`config.mk`:
```
export PLATFORM = sky130hd
export DESIGN_NAME = timer_irq_flat
export DESIGN_NICKNAME = d
export VERILOG_FILES = /design/src/rtl/timer_irq_pkg.sv /design/src/rtl/timer_irq_if.sv /design/src/rtl/timer_irq.sv /design/src/flat_wrapper.sv
export SDC_FILE = /design/constraint.sdc
export NUM_CORES = 1
export LEC_CHECK = 0
export BUFFER_PORTS_ARGS = -buffer_cell sky130_fd_sc_hd__buf_2
export CAP_MARGIN = 20
export CORE_MARGIN = 2
export CORE_UTILIZATION = 35
export CTS_CLUSTER_SIZE = 16
export DETAILED_ROUTE_END_ITERATION = 12
export PLACE_DENSITY = 0.52
export SYNTH_ARGS = -nofsm -noshare
export SYNTH_HDL_FRONTEND = slang
export SYNTH_SLANG_ARGS = --single-unit
```
`constraint.sdc`:
```
create_clock -name clk -period 4.16 [get_ports clk]
set_clock_uncertainty 0.05 [all_clocks]
set_input_delay 1.04 -clock clk [delete_from_list [all_inputs] [get_ports clk]]
set_output_delay 1.04 -clock clk [all_outputs]
set_load 0.01 [all_outputs]
```
`src/rtl/timer_irq_pkg.sv`:
```
// Shared constants and address decode for the memory-mapped reload timer.
// Used by the timer itself and by the peripheral-bus decoder / software memory map.
package timer_irq_pkg;

  localparam logic [31:0] TIMER_BASE     = 32'h4000_0000;
  localparam logic [31:0] TIMER_TH_OFS   = 32'd0;
  localparam logic [31:0] TIMER_TL_OFS   = 32'd4;
  localparam logic [31:0] TIMER_TCON_OFS = 32'd8;

  localparam int TCON_EN = 0;
  localparam int TCON_IE = 1;
  localparam int TCON_ST = 2;

  typedef enum logic [1:0] {
    SEL_NONE,
    SEL_TH,
    SEL_TL,
    SEL_TCON
  } reg_sel_e;

  // Word-granular compare: byte-lane bits of the address never take part.
  function automatic reg_sel_e decode_sel(input logic [29:0] word_addr,
                                          input logic [29:0] base_word);
    reg_sel_e sel;
    sel = SEL_NONE;
    if (word_addr == base_word + TIMER_TH_OFS[31:2])        sel = SEL_TH;
    else if (word_addr == base_word + TIMER_TL_OFS[31:2])   sel = SEL_TL;
    else if (word_addr == base_word + TIMER_TCON_OFS[31:2]) sel = SEL_TCON;
    return sel;
  endfunction

endpackage

```
`src/rtl/timer_irq_if.sv`:
```
// MEM-stage peripheral bus as seen by the timer: read/write strobes, address, data.
// Master is the MEM stage, slave is the timer; ReadData is combinational from the slave.
interface timer_irq_if;

  logic        MemRd;
  logic        MemWr;
  logic [31:0] Addr;
  logic [31:0] WriteData;
  logic [31:0] ReadData;

  modport master (
    output MemRd, MemWr, Addr, WriteData,
    input  ReadData
  );

  modport slave (
    input  MemRd, MemWr, Addr, WriteData,
    output ReadData
  );

endinterface

```
`src/rtl/timer_irq.sv`:
```
// 32-bit reload timer (TH/TL/TCON) with level IRQ = IE & ST; reads combinational, writes next edge.
// No backpressure: every bus access completes in the cycle it is presented.
module timer_irq
  import timer_irq_pkg::*;
#(
  parameter logic [31:0] BASE_ADDR = TIMER_BASE
) (
  input  logic         clk,
  input  logic         reset,
  timer_irq_if.slave   bus,
  output logic         IRQ
);

  localparam logic [29:0] BASE_WORD = BASE_ADDR[31:2];

  logic [31:0] r_th;
  logic [31:0] r_tl;
  logic        r_en;
  logic        r_ie;
  logic        r_st;

  reg_sel_e    w_sel;
  logic        w_wr_th;
  logic        w_wr_tl;
  logic        w_wr_tcon;
  logic        w_ovf;
  logic        w_ovf_set;
  logic [2:0]  w_tcon;
  logic [31:0] w_rdata;
  logic        w_unused_addr;

  assign w_sel         = decode_sel(bus.Addr[31:2], BASE_WORD);
  assign w_unused_addr = ^bus.Addr[1:0];

  assign w_wr_th   = bus.MemWr && (w_sel == SEL_TH);
  assign w_wr_tl   = bus.MemWr && (w_sel == SEL_TL);
  assign w_wr_tcon = bus.MemWr && (w_sel == SEL_TCON);

  assign w_ovf     = r_en && (r_tl == 32'hFFFF_FFFF);
  assign w_ovf_set = w_ovf && r_ie;

  always_comb begin
    w_tcon          = '0;
    w_tcon[TCON_EN] = r_en;
    w_tcon[TCON_IE] = r_ie;
    w_tcon[TCON_ST] = r_st;
  end

  always_comb begin
    w_rdata = '0;
    if (bus.MemRd) begin
      case (w_sel)
        SEL_TH:   w_rdata = r_th;
        SEL_TL:   w_rdata = r_tl;
        SEL_TCON: w_rdata = {29'b0, w_tcon};
        default:  w_rdata = '0;
      endcase
    end
  end

  assign bus.ReadData = w_rdata;
  assign IRQ          = r_ie & r_st;

  // Software writes beat the counter; a reload always uses the TH value from before this edge.
  always_ff @(posedge clk or negedge reset) begin
    if (!reset) begin
      r_th <= '0;
      r_tl <= '0;
      r_en <= 1'b0;
      r_ie <= 1'b0;
      r_st <= 1'b0;
    end else begin
      if (w_wr_th) r_th <= bus.WriteData;

      if (w_wr_tl)    r_tl <= bus.WriteData;
      else if (r_en)  r_tl <= w_ovf ? r_th : r_tl + 32'd1;

      // Hardware overflow set is OR-ed into a TCON write so no interrupt is lost.
      if (w_wr_tcon) begin
        r_en <= bus.WriteData[TCON_EN];
        r_ie <= bus.WriteData[TCON_IE];
        r_st <= bus.WriteData[TCON_ST] | w_ovf_set;
      end else if (w_ovf_set) begin
        r_st <= 1'b1;
      end
    end
  end

endmodule

```
`src/flat_wrapper.sv`:
```
// flat-port wrapper written by rule: the top's interface ports become plain ports
module timer_irq_flat import timer_irq_pkg::*;
#(
  parameter logic [31:0] BASE_ADDR = TIMER_BASE
)
  (clk, reset, IRQ, bus_MemRd, bus_MemWr, bus_Addr, bus_WriteData, bus_ReadData);
  timer_irq_if bus_i ();
  input  logic clk;
  input  logic reset;
  output logic IRQ;
  input wire logic [$bits(bus_i.MemRd)-1:0] bus_MemRd;
  input wire logic [$bits(bus_i.MemWr)-1:0] bus_MemWr;
  input wire logic [$bits(bus_i.Addr)-1:0] bus_Addr;
  input wire logic [$bits(bus_i.WriteData)-1:0] bus_WriteData;
  output wire logic [$bits(bus_i.ReadData)-1:0] bus_ReadData;
  assign bus_i.MemRd = bus_MemRd;
  assign bus_i.MemWr = bus_MemWr;
  assign bus_i.Addr = bus_Addr;
  assign bus_i.WriteData = bus_WriteData;
  assign bus_ReadData = bus_i.ReadData;
  timer_irq #(.BASE_ADDR(BASE_ADDR)) u_core (.clk(clk), .reset(reset), .bus(bus_i), .IRQ(IRQ));
endmodule
```
* After elaboration in Yosys (flattened, before gate mapping)
Index checks and enable logic that the tools add are counted.
Operators by class: bitwise logic cells 2, add/sub/neg operators 1, equal/unequal tests 7, mux-type cells 10, reduce and logical (&&, ||, !) cells 7
Operator list (count):
- 2-to-1 mux 32 bit | 4
- case mux 32 bit (3 select lines) | 1
- == test 30 x 29 -> 1 bit, second input constant | 3
- adder 32 x 1 -> 32 bit, second input constant | 1
- == test 32 bit, second input constant | 1
- 2-to-1 mux 2 bit | 3
- logical AND 1 bit | 5
- == test 2 bit, second input constant | 2
- nonzero test 2 bit | 2
- == test 2 x 1 -> 1 bit, second input constant | 1
- 2-to-1 mux 1 bit | 2
- AND 1 bit | 1
- bitwise OR 1 bit | 1
Word-level totals: bits in registers 67, output and inout bits 33, bits of input ports 68, logic and storage cells 32

* Longest topological paths before layout
word-level depth 7, mapped depth 8, gate-level depth less buffers 7

* Worst setup path before layout
Ideal clock, no wire load.
path type input -> output, start input port bus_Addr[31], end output port bus_ReadData[21], stages on the path 7, data arrival time 2.713 ns, path slack 0.357 ns, cells stage by stage nor4b_1 nand4_1 nor4_1 clkbuf_1 buf_2 a22oi_1 nor2_1
On the way: cells in the longest elaborated chain, start to end 7, elaborated cells on any way between the ends 11, those cells by class eq/ne (6); mux (5)
Ends and longest elaborated chain:
- from (decl) | line flat_wrapper.sv:13 | input wire logic [$bits(bus_i.Addr)-1:0] bus_Addr;
- == test 30 x 29 -> 1 bit | line timer_irq_pkg.sv:28 | else if (word_addr == base_word + TIMER_TCON_OFS[31:2]) sel = SEL_TCON;
- 2-to-1 mux 2 bit | line timer_irq_pkg.sv:28
- 2-to-1 mux 2 bit | line timer_irq_pkg.sv:27 | else if (word_addr == base_word + TIMER_TL_OFS[31:2]) sel = SEL_TL;
- 2-to-1 mux 2 bit (*) | line timer_irq_pkg.sv:26 | if (word_addr == base_word + TIMER_TH_OFS[31:2]) sel = SEL_TH;
- == test 2 bit or == test 2 x 1 -> 1 bit (tied branches) | line timer_irq.sv:52 | case (w_sel)
- case mux 32 bit (3 select lines) (*) | line timer_irq.sv:52
- 2-to-1 mux 32 bit (*) | line timer_irq.sv:51 | if (bus.MemRd) begin
- to (decl) | line flat_wrapper.sv:15 | output wire logic [$bits(bus_i.ReadData)-1:0] bus_ReadData;
Mark *: on every way between the ends. The rest lies on a longest branch, timed or not.

* Final worst setup path
start input port bus_Addr[11], end output port bus_ReadData[7]
The elaborated chain is that of the path after synthesis.

==> summary.md <==
| Metric | Value |
|---|---|
| Setup repair bufs after CTS | 0 |
| Fin Setup TNS | 0 ns |
| Most frequent CP cell | buf_2 |
| Via count | 3,962 |
| Max FO, Critical Path | 18 |
| Die ar. | 13,100 sq um |
| Sequential-to-total area share from yosys stat | 39.3% |
| Total of warnings raised by yosys | 0 |
| WP buf/inv | 3 |
| Post-synth EDFFs | 0 |
| GPL Wtd Cong | 0.862 |
| Antenna violations before repair | 0 |
| Initial Util | 35.7% |
| Netlist cell types | 53 |
| Gate family responsible for the most delay along the worst path | simple AND/OR/NAND/NOR gates |
| Status | complete, no violations |
| Post-synthesis adder-cell area fraction | 0.293% |
| Clock Latency Late Sink | 0.33 ns |
| Xor-xnor portion of the synthesized cell area | 3.49% |
| Final nets | 626 |
| Pwr dens | 279 nW/um^2 |
| Worst-margin pin slew | 0.733 ns |
| Die X | 114 um |
| Drt via density | 5.59 |
| Pre-CTS setup slack | 0.287 ns |
| CTS root buffer | clkbuf_16 |
| Gr usage total | 19.7% |
| Area of the multi-input gates | 2440 sq um |
| Synthesized area | 4270 sq um |
| Internal power | 1.16 mW |
| Hold path depth | 2 |
| Top_reg_cell synth | dfrtp_1 |
| Final setup vio count | 0 |
| Final hold viol count | 0 |
| Layout Utilization | 43.9% |
| Comb power frac | 4.1% |
| First-pass GRT wire length | 20.3 mm |
| Most common cell after layout, fill and taps aside | buf_2 |
| WP data arrival | 2.78 ns |
| Clock power frac | 51.3% |
| Simple-gate share of the synthesized area | 24.4% |
| Critical path depth in cells | 8 |
| DRC Markers | 0 |
| Synth Area in Compound Gates | 15.7% |
| Mux contribution to synthesized area | 12.8% |
| NetSw | 0.304 mW |
| Fin crit share | 93.1% |
| I/O Pins | 101 |
| HP Class | reg2reg |
| Largest net degree at the start of global routing | 47 |
| Worst r2r path cells | 7 |
| Antenna viol nets, final | 0 |
| Yosys top cell by area | dfrtp_1 |
| Vias in the first global route | 3,887 |
| VDD IR max | 0.216 mV |
| PostCTS Resize Cnt | 0 |
| CP Capture Type | primary output |
| Synthesized flop and latch total | 67 |
| Fraction of registers with async set/reset | 100% |
| Clock slew at reported path FFs | 0.05 ns |
| Sw Ratio | 20.7% |
| CP required | 3.07 ns |
| 1st-iter DRT viols | 140 |
| Die Y | 114 um |
| IO buf count | 98 |
| Register area | 1680 sq um |
| Core footprint | 12,000 sq um |
| DP Area | 4940 sq um |
| Largest cells by area after synthesis | dfrtp_1, mux2_2, nor2_1 |
| Synth top area share | 39.3% |
| Fin worst setup slack | 0.285 ns |
| Share of cells above drive strength 1 | 31.7% |
| Crit path kind | in2out |
| TritonCTS clock tree | built |
| CTS buffer count | 9 |
| CTS Hold Bufs | 0 |
| Worst setup SP type | primary input |
| Seq pwr share | 44.5% |
| Syn Area/Cell | 9.16 sq um |
| Critical path's slowest cell | nor4_2 |
| Post-Syn Nets | 535 |
| Rel. slew slack | 51.0% |
| Largest family of logic cells by synthesized area | simple AND/OR/NAND/NOR gates |
| RSZ-0062 raised after global routing | false |
| Design Area, Final | 5250 sq um |
| Hold slack | 0.467 ns |
| Leakage power | 2.39 nW |
| GRT overflow | 0 |
| Worst-path cell chain | buf_2, nor4b_1, nand4_1, nor4_2, buf_4, a22oi_1, nor2_1, buf_2 |
| Total wire length | 12.6 mm |
| Post-DP HPWL | 9.16 mm |
| Filler Cell Count | 1,204 |
| Area growth from synthesis to layout | 23.0% |
| Slowest stage delay, CP | 0.36 ns |
| H-tree levels | 3 |
| Drt pass-1 iters | 4 |
| FP Rows | 40 |
| Max frequency | 0.258 GHz |
| Mapped Cells | 466 |
| Max-slew violations | 0 |
| Commonest cells after routing, fill and taps aside | buf_2, dfrtp_1, nor2_1 |
| Drt wl/cell | 17.7 um |
| # diodes | 0 |
| Final min period | 3.87 ns |
| # Max-Cap Violations | 0 |
| CTS max path bufs | 2 |
| Total clock sinks | 67 |
worst min-delay path, stage by stage (launching register included):
cell	delay, ns
dfrtp_1	0.36
mux2i_1	0.07
nand2_1	0.05
final timing paths:
path	slack, ns	start	endpoint
min	0.47	u_core.r_st	u_core.r_st
max reg2reg	1.38	u_core.r_tl[0]	u_core.r_tl[3]
max	0.29	bus_Addr[11]	bus_ReadData[7]
min in group asynchronous	0.63	reset	u_core.r_th[5]
min reg2reg	0.47	u_core.r_st	u_core.r_st
max in group asynchronous	2.80	reset	u_core.r_tl[21]
cell type report:
| cell class | count | area share (%) |
|---|---|---|
| clock buffer | 14 | 4.84 |
| clock inverter | 2 | 0.667 |
| inverter | 8 | 0.572 |
| multi-input combinational | 359 | 46.4 |
| sequential | 67 | 31.9 |
| tap | 147 | 3.50 |
| timing repair buffer | 112 | 12.1 |
power by group through the flow:
| stage | sequential, mW | combinational, mW | clock, mW |
|---|---|---|---|
| 4_1_cts | 0.652 | 0.0600 | 0.764 |
| 3_3_place_gp | 0.664 | 0.0591 | 0 |
| 5_1_grt | 0.652 | 0.0685 | 0.790 |
| 6_report | 0.652 | 0.0602 | 0.752 |
| 3_5_place_dp | 0.664 | 0.0599 | 0 |
| 2_1_floorplan | 0.664 | 0.00706 | 0 |
sequential cells by signal (all words and copies together) (netlist names):
name	count
u_core.r_th	32
u_core.r_ie	1
u_core.r_st	1
u_core.r_en	1
u_core.r_tl	32
routing by layer:
metal	share of wire, %	vias up	GRT usage (%)
li1	-	1893	-
met3	4.9	14	2.44
met2	47	129	32.3
met4	1.3	0	6.59
met1	47	1926	27.0
met5	0	-	0
per-stage QoR:
stage | power (mW) | std cells
2_1_floorplan | 0.671 | 466
5_1_grt | 1.51 | 709
3_3_place_gp | 0.723 | 692
6_report | 1.46 | 709
4_1_cts | 1.48 | 708
3_5_place_dp | 0.724 | 692
cell families (layout without fill, tap and decap cells):
logic type / after synthesis / in the layout
AOI/OAI and AO/OA: 99 / 99
DFF: 67 / 67
and+or+nand+nor: 192 / 192
xor gates and xnor gates: 17 / 17
muxes: 50 / 50
buffers and inverters: 40 / 136
adders and majority gates: 1 / 1
synthesized netlist by cell type, types with 2 or more instances:
library cell and n:
a31oi_1 7, nand4_2 2, a21oi_1 21, clkbuf_1 19
xnor2_1 8, or3_1 2, mux2i_1 14, and3_1 7
inv_1 8, and4_1 7, nor4_2 3, nor4_1 12
xor2_1 9, buf_2 11, o31ai_1 3, nand2b_1 2
nand4_1 8, o211ai_1 6, a22o_1 2, a211oi_1 8
mux2_2 36, o21ai_1 4, nor3_1 12, dfrtp_1 67
and2_1 3, nand3_1 14, nor2_1 61, o21ai_0 4
nor4_4 2, nor3b_1 2, a22oi_1 29, nand2_1 39
o21bai_1 2, a21o_1 9, nor2b_1 5
Power figures use the tool's default switching activity.
